--- src/rtl/reduce_accum_tree.sv ---
// reduce_accum_tree: N-lane vector sum. Each beat's lanes are reduced by a
// pipelined binary adder tree. The tree output is accumulated across the beats
// of a vector. On the last beat the total is fitted to OUT_W bits and presented
// through a valid/ready output register. One global stall freezes the whole
// pipeline while the output is held.
module reduce_accum_tree #(
  parameter int N      = 64,
  parameter int IN_W   = 16,
  parameter int OUT_W  = 32,
  parameter bit SIGNED = 1'b0,
  parameter bit SAT    = 1'b0
) (
  input  logic                clk,
  input  logic                rst,
  input  logic                in_valid,
  output logic                in_ready,
  input  logic [N*IN_W-1:0]   in_flat,
  input  logic                in_last,
  output logic                out_valid,
  input  logic                out_ready,
  output logic [OUT_W-1:0]    out_data,
  output logic                out_ovf
);

  localparam int LVL   = $clog2(N);
  localparam int ACC_W = IN_W + LVL + 16;

  // number of operands present at tree level l (level 0 = input lanes)
  function automatic int cnt_at(input int l);
    int c;
    c = N;
    for (int k = 0; k < l; k++) c = (c + 1) / 2;
    return c;
  endfunction

  // start index of tree level l (l >= 1) inside the flattened node storage
  function automatic int off_at(input int l);
    int o;
    o = 0;
    for (int k = 1; k < l; k++) o += cnt_at(k);
    return o;
  endfunction

  localparam int TOT  = off_at(LVL + 1);
  localparam int ROOT = off_at(LVL);

  logic [ACC_W-1:0] lane_ext [N];
  logic [ACC_W-1:0] node_nxt [TOT];
  logic [ACC_W-1:0] node_q   [TOT];
  logic [LVL:1]     vld_q;
  logic [LVL:1]     lst_q;
  logic [ACC_W-1:0] acc_q;
  logic [ACC_W-1:0] sum;
  logic [OUT_W-1:0] fit_data;
  logic             fit_ovf;
  logic             adv;

  // a held result stalls every stage at once, so nothing is lost or doubled
  assign in_ready = !out_valid || out_ready;
  assign adv      = in_ready;

  for (genvar i = 0; i < N; i++) begin : g_ext
    if (SIGNED) begin : g_sx
      assign lane_ext[i] = {{(ACC_W-IN_W){in_flat[i*IN_W+IN_W-1]}}, in_flat[i*IN_W +: IN_W]};
    end else begin : g_zx
      assign lane_ext[i] = {{(ACC_W-IN_W){1'b0}}, in_flat[i*IN_W +: IN_W]};
    end
  end

  // pairwise adders; an unpaired operand at the end of a level passes through
  for (genvar l = 1; l <= LVL; l++) begin : g_lvl
    localparam int C  = cnt_at(l);
    localparam int PC = cnt_at(l - 1);
    localparam int O  = off_at(l);
    localparam int PO = off_at(l - 1);
    for (genvar j = 0; j < C; j++) begin : g_node
      if (l == 1) begin : g_first
        if (2*j + 1 < PC) begin : g_add
          assign node_nxt[O+j] = lane_ext[2*j] + lane_ext[2*j+1];
        end else begin : g_pass
          assign node_nxt[O+j] = lane_ext[2*j];
        end
      end else begin : g_inner
        if (2*j + 1 < PC) begin : g_add
          assign node_nxt[O+j] = node_q[PO+2*j] + node_q[PO+2*j+1];
        end else begin : g_pass
          assign node_nxt[O+j] = node_q[PO+2*j];
        end
      end
    end
  end

  // tree registers with their valid/last sidebands, advancing only when not stalled
  always_ff @(posedge clk or posedge rst) begin
    if (rst) begin
      for (int k = 0; k < TOT; k++) node_q[k] <= '0;
      vld_q <= '0;
      lst_q <= '0;
    end else if (adv) begin
      for (int k = 0; k < TOT; k++) node_q[k] <= node_nxt[k];
      vld_q[1] <= in_valid;
      lst_q[1] <= in_valid & in_last;
      for (int l = 2; l <= LVL; l++) begin
        vld_q[l] <= vld_q[l-1];
        lst_q[l] <= lst_q[l-1];
      end
    end
  end

  assign sum = acc_q + node_q[ROOT];

  if (OUT_W >= ACC_W) begin : g_wide
    assign fit_ovf = 1'b0;
    if (SIGNED) begin : g_s
      assign fit_data = OUT_W'($signed(sum));
    end else begin : g_u
      assign fit_data = OUT_W'(sum);
    end
  end else begin : g_narrow
    logic [OUT_W-1:0] clamp;
    if (SIGNED) begin : g_s
      // in range only when all bits from OUT_W-1 upward agree with the sign
      logic [ACC_W-OUT_W:0] top;
      assign top     = sum[ACC_W-1:OUT_W-1];
      assign fit_ovf = !((&top) || !(|top));
      assign clamp   = sum[ACC_W-1] ? {1'b1, {(OUT_W-1){1'b0}}} : {1'b0, {(OUT_W-1){1'b1}}};
    end else begin : g_u
      assign fit_ovf = |sum[ACC_W-1:OUT_W];
      assign clamp   = {OUT_W{1'b1}};
    end
    assign fit_data = (SAT && fit_ovf) ? clamp : sum[OUT_W-1:0];
  end

  // accumulate tree exits; the last beat of a vector publishes and restarts the sum
  always_ff @(posedge clk or posedge rst) begin
    if (rst) begin
      acc_q     <= '0;
      out_valid <= 1'b0;
      out_data  <= '0;
      out_ovf   <= 1'b0;
    end else if (adv) begin
      out_valid <= vld_q[LVL] & lst_q[LVL];
      if (vld_q[LVL]) begin
        if (lst_q[LVL]) begin
          out_data <= fit_data;
          out_ovf  <= fit_ovf;
          acc_q    <= '0;
        end else begin
          acc_q <= sum;
        end
      end
    end
  end

endmodule
--- config.mk ---
export PLATFORM = sky130hd
export DESIGN_NAME = reduce_accum_tree
export DESIGN_NICKNAME = d
export VERILOG_FILES = /design/src/rtl/reduce_accum_tree.sv
export SDC_FILE = /design/constraint.sdc
export NUM_CORES = 2
export LEC_CHECK = 0
export BUFFER_PORTS_ARGS = -buffer_cell sky130_fd_sc_hd__buf_2
export CORE_AREA = 3 3 411 413
export DETAILED_ROUTE_END_ITERATION = 10
export DIE_AREA = 0 0 414 416
export PLACE_DENSITY = 0.83
export RECOVER_POWER = 100
export SLEW_MARGIN = 20
export SYNTH_ARGS = -nofsm -noshare
export SYNTH_HDL_FRONTEND = slang
export SYNTH_SLANG_ARGS = --single-unit
--- constraint.sdc ---
create_clock -name clk -period 87 [get_ports clk]
set_input_delay 13.05 -clock clk [delete_from_list [all_inputs] [get_ports clk]]
set_output_delay 13.05 -clock clk [all_outputs]
set_load 0.005 [all_outputs]
# Word-level counts from Yosys, hierarchy flattened
# Cells that the tools add are included.
# W data, S select, Z words.
[op_classes]
mul = 0
n_mux = 1
n_div = 0
addsub = 64
reduce_logical = 5
bitwise_logic = 2
shift = 0
n_eq_ne = 0
n_lt_le_gt_ge = 0
[op_table]
columns = ["operator", "count"]
rows = [
  ["$add A38 B38 Y38", 32],
  ["$add A16 B16 Y17", 32],
  ["$mux W38", 1],
  ["$reduce_or A6 Y1", 1],
  ["$reduce_and A3 Y1", 1],
  ["$and A1 B1 Y1", 2],
  ["$reduce_and A2 Y1", 1],
  ["$logic_not A1 Y1", 1],
  ["$logic_or A1 B1 Y1", 1],
]
[totals]
latch_bits = 0
mem_bits_rw = 0
rom_bits = 0
in_bits = 1029
reg_bits = 2478
out_inout_bits = 35
wordCells = 141
mem_count = 0

# Logic depth before layout (Yosys ltp)
[logic_depth]
word_depth = 3
mapped_depth = 13
depth_no_buf = 13

# Worst setup path after synthesis
# Ideal clock, no wire load.
[synth_path]
path_kind = "input to output"
start = "input out_ready"
end = "output in_ready"
stages = 7
t_arrival_ns = 14.379
path_slack_ns = 59.571
cell_sequence = "nor2b_1 clkbuf_1 inv_1 clkbuf_1 clkbuf_1 clkbuf_1 clkbuf_1"
[synth_between]
elab_chain_cells = 1
[synth_lines]
columns = ["item", "line", "rtl"]
rows = [
  ["start: declaration", "20", "input logic out_ready,"],
  ["$logic_or A1 B1 Y1", "59", "assign in_ready = !out_valid || out_ready;"],
  ["end: declaration", "16", "output logic in_ready,"],
]
# No other way between the ends.

# Worst setup path after layout
# Same ends and word-level chain as after synthesis.

==> results by group <==
Status
  – Outcome: finished with violations
  – Failing checks: capacitance limit, slew limit

Die
  – Initial core utilization: 0.534
  – Die X: around 410 um
  – DIE AREA: ~0.17 mm^2
  – Core footprint: 0.165 mm^2
  – DIE HEIGHT: 416 um
  – Number of top-level pins: ~1100
  – Std cell rows: approximately 150

Worst hold path
  – Hold Crit Depth: 2
  – Worst hold path endpoint: lst_q[4]
  – Hold Path Class: flip-flop to flip-flop
  – HP Start: lst_q[3]

Clock tree
  – CTS root buffer: clkbuf_16
  – Hold-fix buffers, CTS: 0
  – Worst-path clk slew: 0.06 ns
  – CTS tree: done
  – CTS buffer count: 140
  – Setup bufs post-CTS: 0
  – Clk_lat worst skew: 0.76 ns
  – Cts repair resizes: 0
  – Htree depth: 4
  – Longest Clk Path Bufs: 3
  – Clk sink count: between 1000 and 1500

GRT
  – Initial antenna violation count: 20
  – Final global-route overflow total: 0
  – Global router's overall resource usage: 0.282
  – Pin count of the biggest net entering global routing: 235
  – First-pass GRT wire length: between 400000 and 500000 um
  – Vias in the first global route: 78200

Cells and area
  – Layout cells sized above 1: 0.126
  – Filler Cells Inserted: 14300
  – Register area: 0.0303 mm^2
  – Final #Nets: 13400
  – Multi-input gate area: around 0.055 mm^2
  – Area delta synth->final: 13.5%

Pwr
  – Cell Pwr Density: 39.3 mW/mm^2
  – Combinational share of power: 0.578
  – Switch Pwr: 1.73 mW
  – Worst vdd ir: 0.0000186 V
  – P_leak: 47.7 nW
  – Register share of total power: 0.268
  – Clock power frac: 0.154
  – Sw Share: 0.441
  – Int Power: 2.20 mW

STA
  – Final Max Tran Viols: 3699
  – Final Hold Violating Endpoints: 0
  – Actual slew at the worst max-slew pin: 9.06 ns
  – Setup ws final: 55.25 ns
  – Fin crit period: 31.75 ns
  – RSZ-0062 raised after global routing: no
  – Clock skew: a little over 0.03 ns
  – Setup-failing EPs final: 0
  – Slew HR: -5.04
  – Tcrit/Tclk final: 0.365
  – TNS Setup: 0 ns
  – Max Clk Rate: 0.0315 GHz

Synth
  – Seq cells post-synth: 1212
  – Yosys cell types: 83
  – Synth Area in Compound Gates: 0.207
  – XOR/XNOR Fraction of Synth Area: 0.0752
  – Ys Warns: 0
  – Area leader, netlist: dfrtp_1
  – Synth area leaders: dfrtp_1 34%, ha_1 15%, a21oi_1 6.9%, nor2_1 5.3%, xor2_1 4.8%
  – Ys flop type: dfrtp_1
  – Main combinational cell family by area after synthesis: compound AO/OA/AOI/OAI gates
  – Cells after synthesis: 10300
  – Post-synthesis mux area share: 0.00289
  – Post-synthesis simple-gate area fraction: 0.170
  – Yosys top cell area share: 0.344
  – Avg Cell Area, Syn: 8.60 um^2
  – Sequential area share after synthesis: 0.344
  – Commonest cells in the netlist: 1254 x nor2_1, 1212 x dfrtp_1, 1209 x a21oi_1
  – Post-synthesis adder-cell area fraction: 0.169
  – Cell Area, Synth: 0.0882 mm^2
  – Asr flop ratio synth: 1.00
  – Post-synth EDFFs: 0
  – Cell with the most instances after synthesis: nor2_1
  – Syn nets: 12400

Setup path
  – Required @ worst endpoint: around 74 ns
  – Worst Setup Start Kind: primary input
  – Type of the worst setup path: primary input to output port
  – Worst Reg-to-Reg Cells: 8
  – Reg2reg end: node_q[1788]
  – CP endpoint kind: output port
  – CP Max Fanout: 127
  – Critical Path AT: 18.70 ns
  – FF-to-FF setup slack: 68.35 ns
  – Reg-to-reg startpoint: out_valid

Routing
  – Routed len/inst: about 18 um
  – Final antenna-violating net count: 0
  – Final WL: 249000 um
  – Mean number of vias per cell: 5.77
  – Initial DRC count: ~4600
  – Vias: 78100
  – 1st-pass router iterations: 6
  – DR DRC count: 0

Place
  – Routability cong.: 0.944
  – I/O Buffers: 1063
  – Post-Place Worst Slack: 59.59 ns
  – HPWL Detailed: 196000 um

Flow run
  – Max_cap viols: 40
## worst max-delay path, cell delays in order
cell and delay, ns:
buf_2 0.10, nor2b_1 1.09, clkinvlp_2 3.54, clkbuf_1 0.84
## cell type report
cell class	instances	area share
Multi-Input combinational cell	8291	0.550
Clock buffer	187	0.0401
Sequential cell	1212	0.303
Timing Repair Buffer	1102	0.0543
Tap cell	2189	0.0274
Inverter	469	0.0176
Clock inverter	64	0.00738
Antenna cell	9	0.000225
## power groups by stage
| stage | Combinational (mW) | Sequential, mW | Clock [mW] |
|---|---|---|---|
| after floorplan | 1.75 | 0.963 | 0 |
| after global placement | 2.15 | 1.05 | 0 |
| after detailed placement | 2.23 | 1.06 | 0 |
| after CTS | 2.25 | 1.05 | 0.619 |
| after global routing | 2.57 | 1.08 | 0.643 |
| final | 2.28 | 1.05 | 0.607 |
## how the worst max path moves through the flow
| stage | from | endpoint | slack [ns] |
|---|---|---|---|
| finish | out_ready | in_ready | 55.25 |
| global route | out_ready | node_q[535] | 54.22 |
| CTS | out_ready | in_ready | 59.60 |
| detailed placement | out_ready | in_ready | 59.59 |
| global placement | out_ready | in_ready | 59.64 |
| floorplan | rst | acc_q[0] | 39.80 |
## flip-flops by register name (all words and copies together), names as in the netlist
name	cells
acc_q	38
lst_q	6
node_q	1128
out_data	32
out_ovf	1
out_valid	1
vld_q	6
## layer usage
metal / global-route usage / wire length, um / vias up
li1: - / - / 38300
met1: 0.349 / 105000 / 37300
met2: 0.502 / 124000 / 1950
met3: 0.0357 / 10700 / 518
met4: 0.104 / 9690 / 8
met5: 0 / 50 / -
## per-stage QoR
stage / total power, mW / util / instances / hold slack [ns] / area, um^2
floorplan: 2.71 / - / 10300 / 0.439 / 88200
global placement: 3.19 / 0.579 / 13300 / 0.450 / 95600
detailed placement: 3.28 / 0.579 / 13300 / 0.456 / 95600
CTS: 3.92 / 0.607 / 13500 / 0.459 / 100000
global route: 4.29 / 0.606 / 13500 / 0.475 / 100000
finish: 3.94 / 0.606 / 13500 / 0.454 / 100000
## kinds of logic after synthesis
| group | after synthesis |
|---|---|
| muxes | 23 |
| and+or+nand+nor | 3409 |
| buffers and inverters | 751 |
| DFF | 1212 |
| adders and majority gates | 1151 |
| AOI/OAI and AO/OA | 2952 |
| xor gates and xnor gates | 756 |
## layout by cell type (no fill, tap or decap), drive strengths merged, types with 100 or more instances in the layout
cell type	Yosys	layout
nor3	287	287
nand3	232	232
o31ai	114	114
ha	1087	1087
buf	31	1037
nand2	1065	1065
a21boi	100	100
nor2	1254	1254
inv	469	473
or3	107	107
a21o	177	177
a21oi	1210	1210
xnor2	267	267
clkbuf	251	252
nand2b	109	109
o21ai	666	666
o21a	118	118
nor2b	111	111
xor2	489	489
dfrtp	1212	1212
No activity file was read; power rests on OpenSTA's default activity.
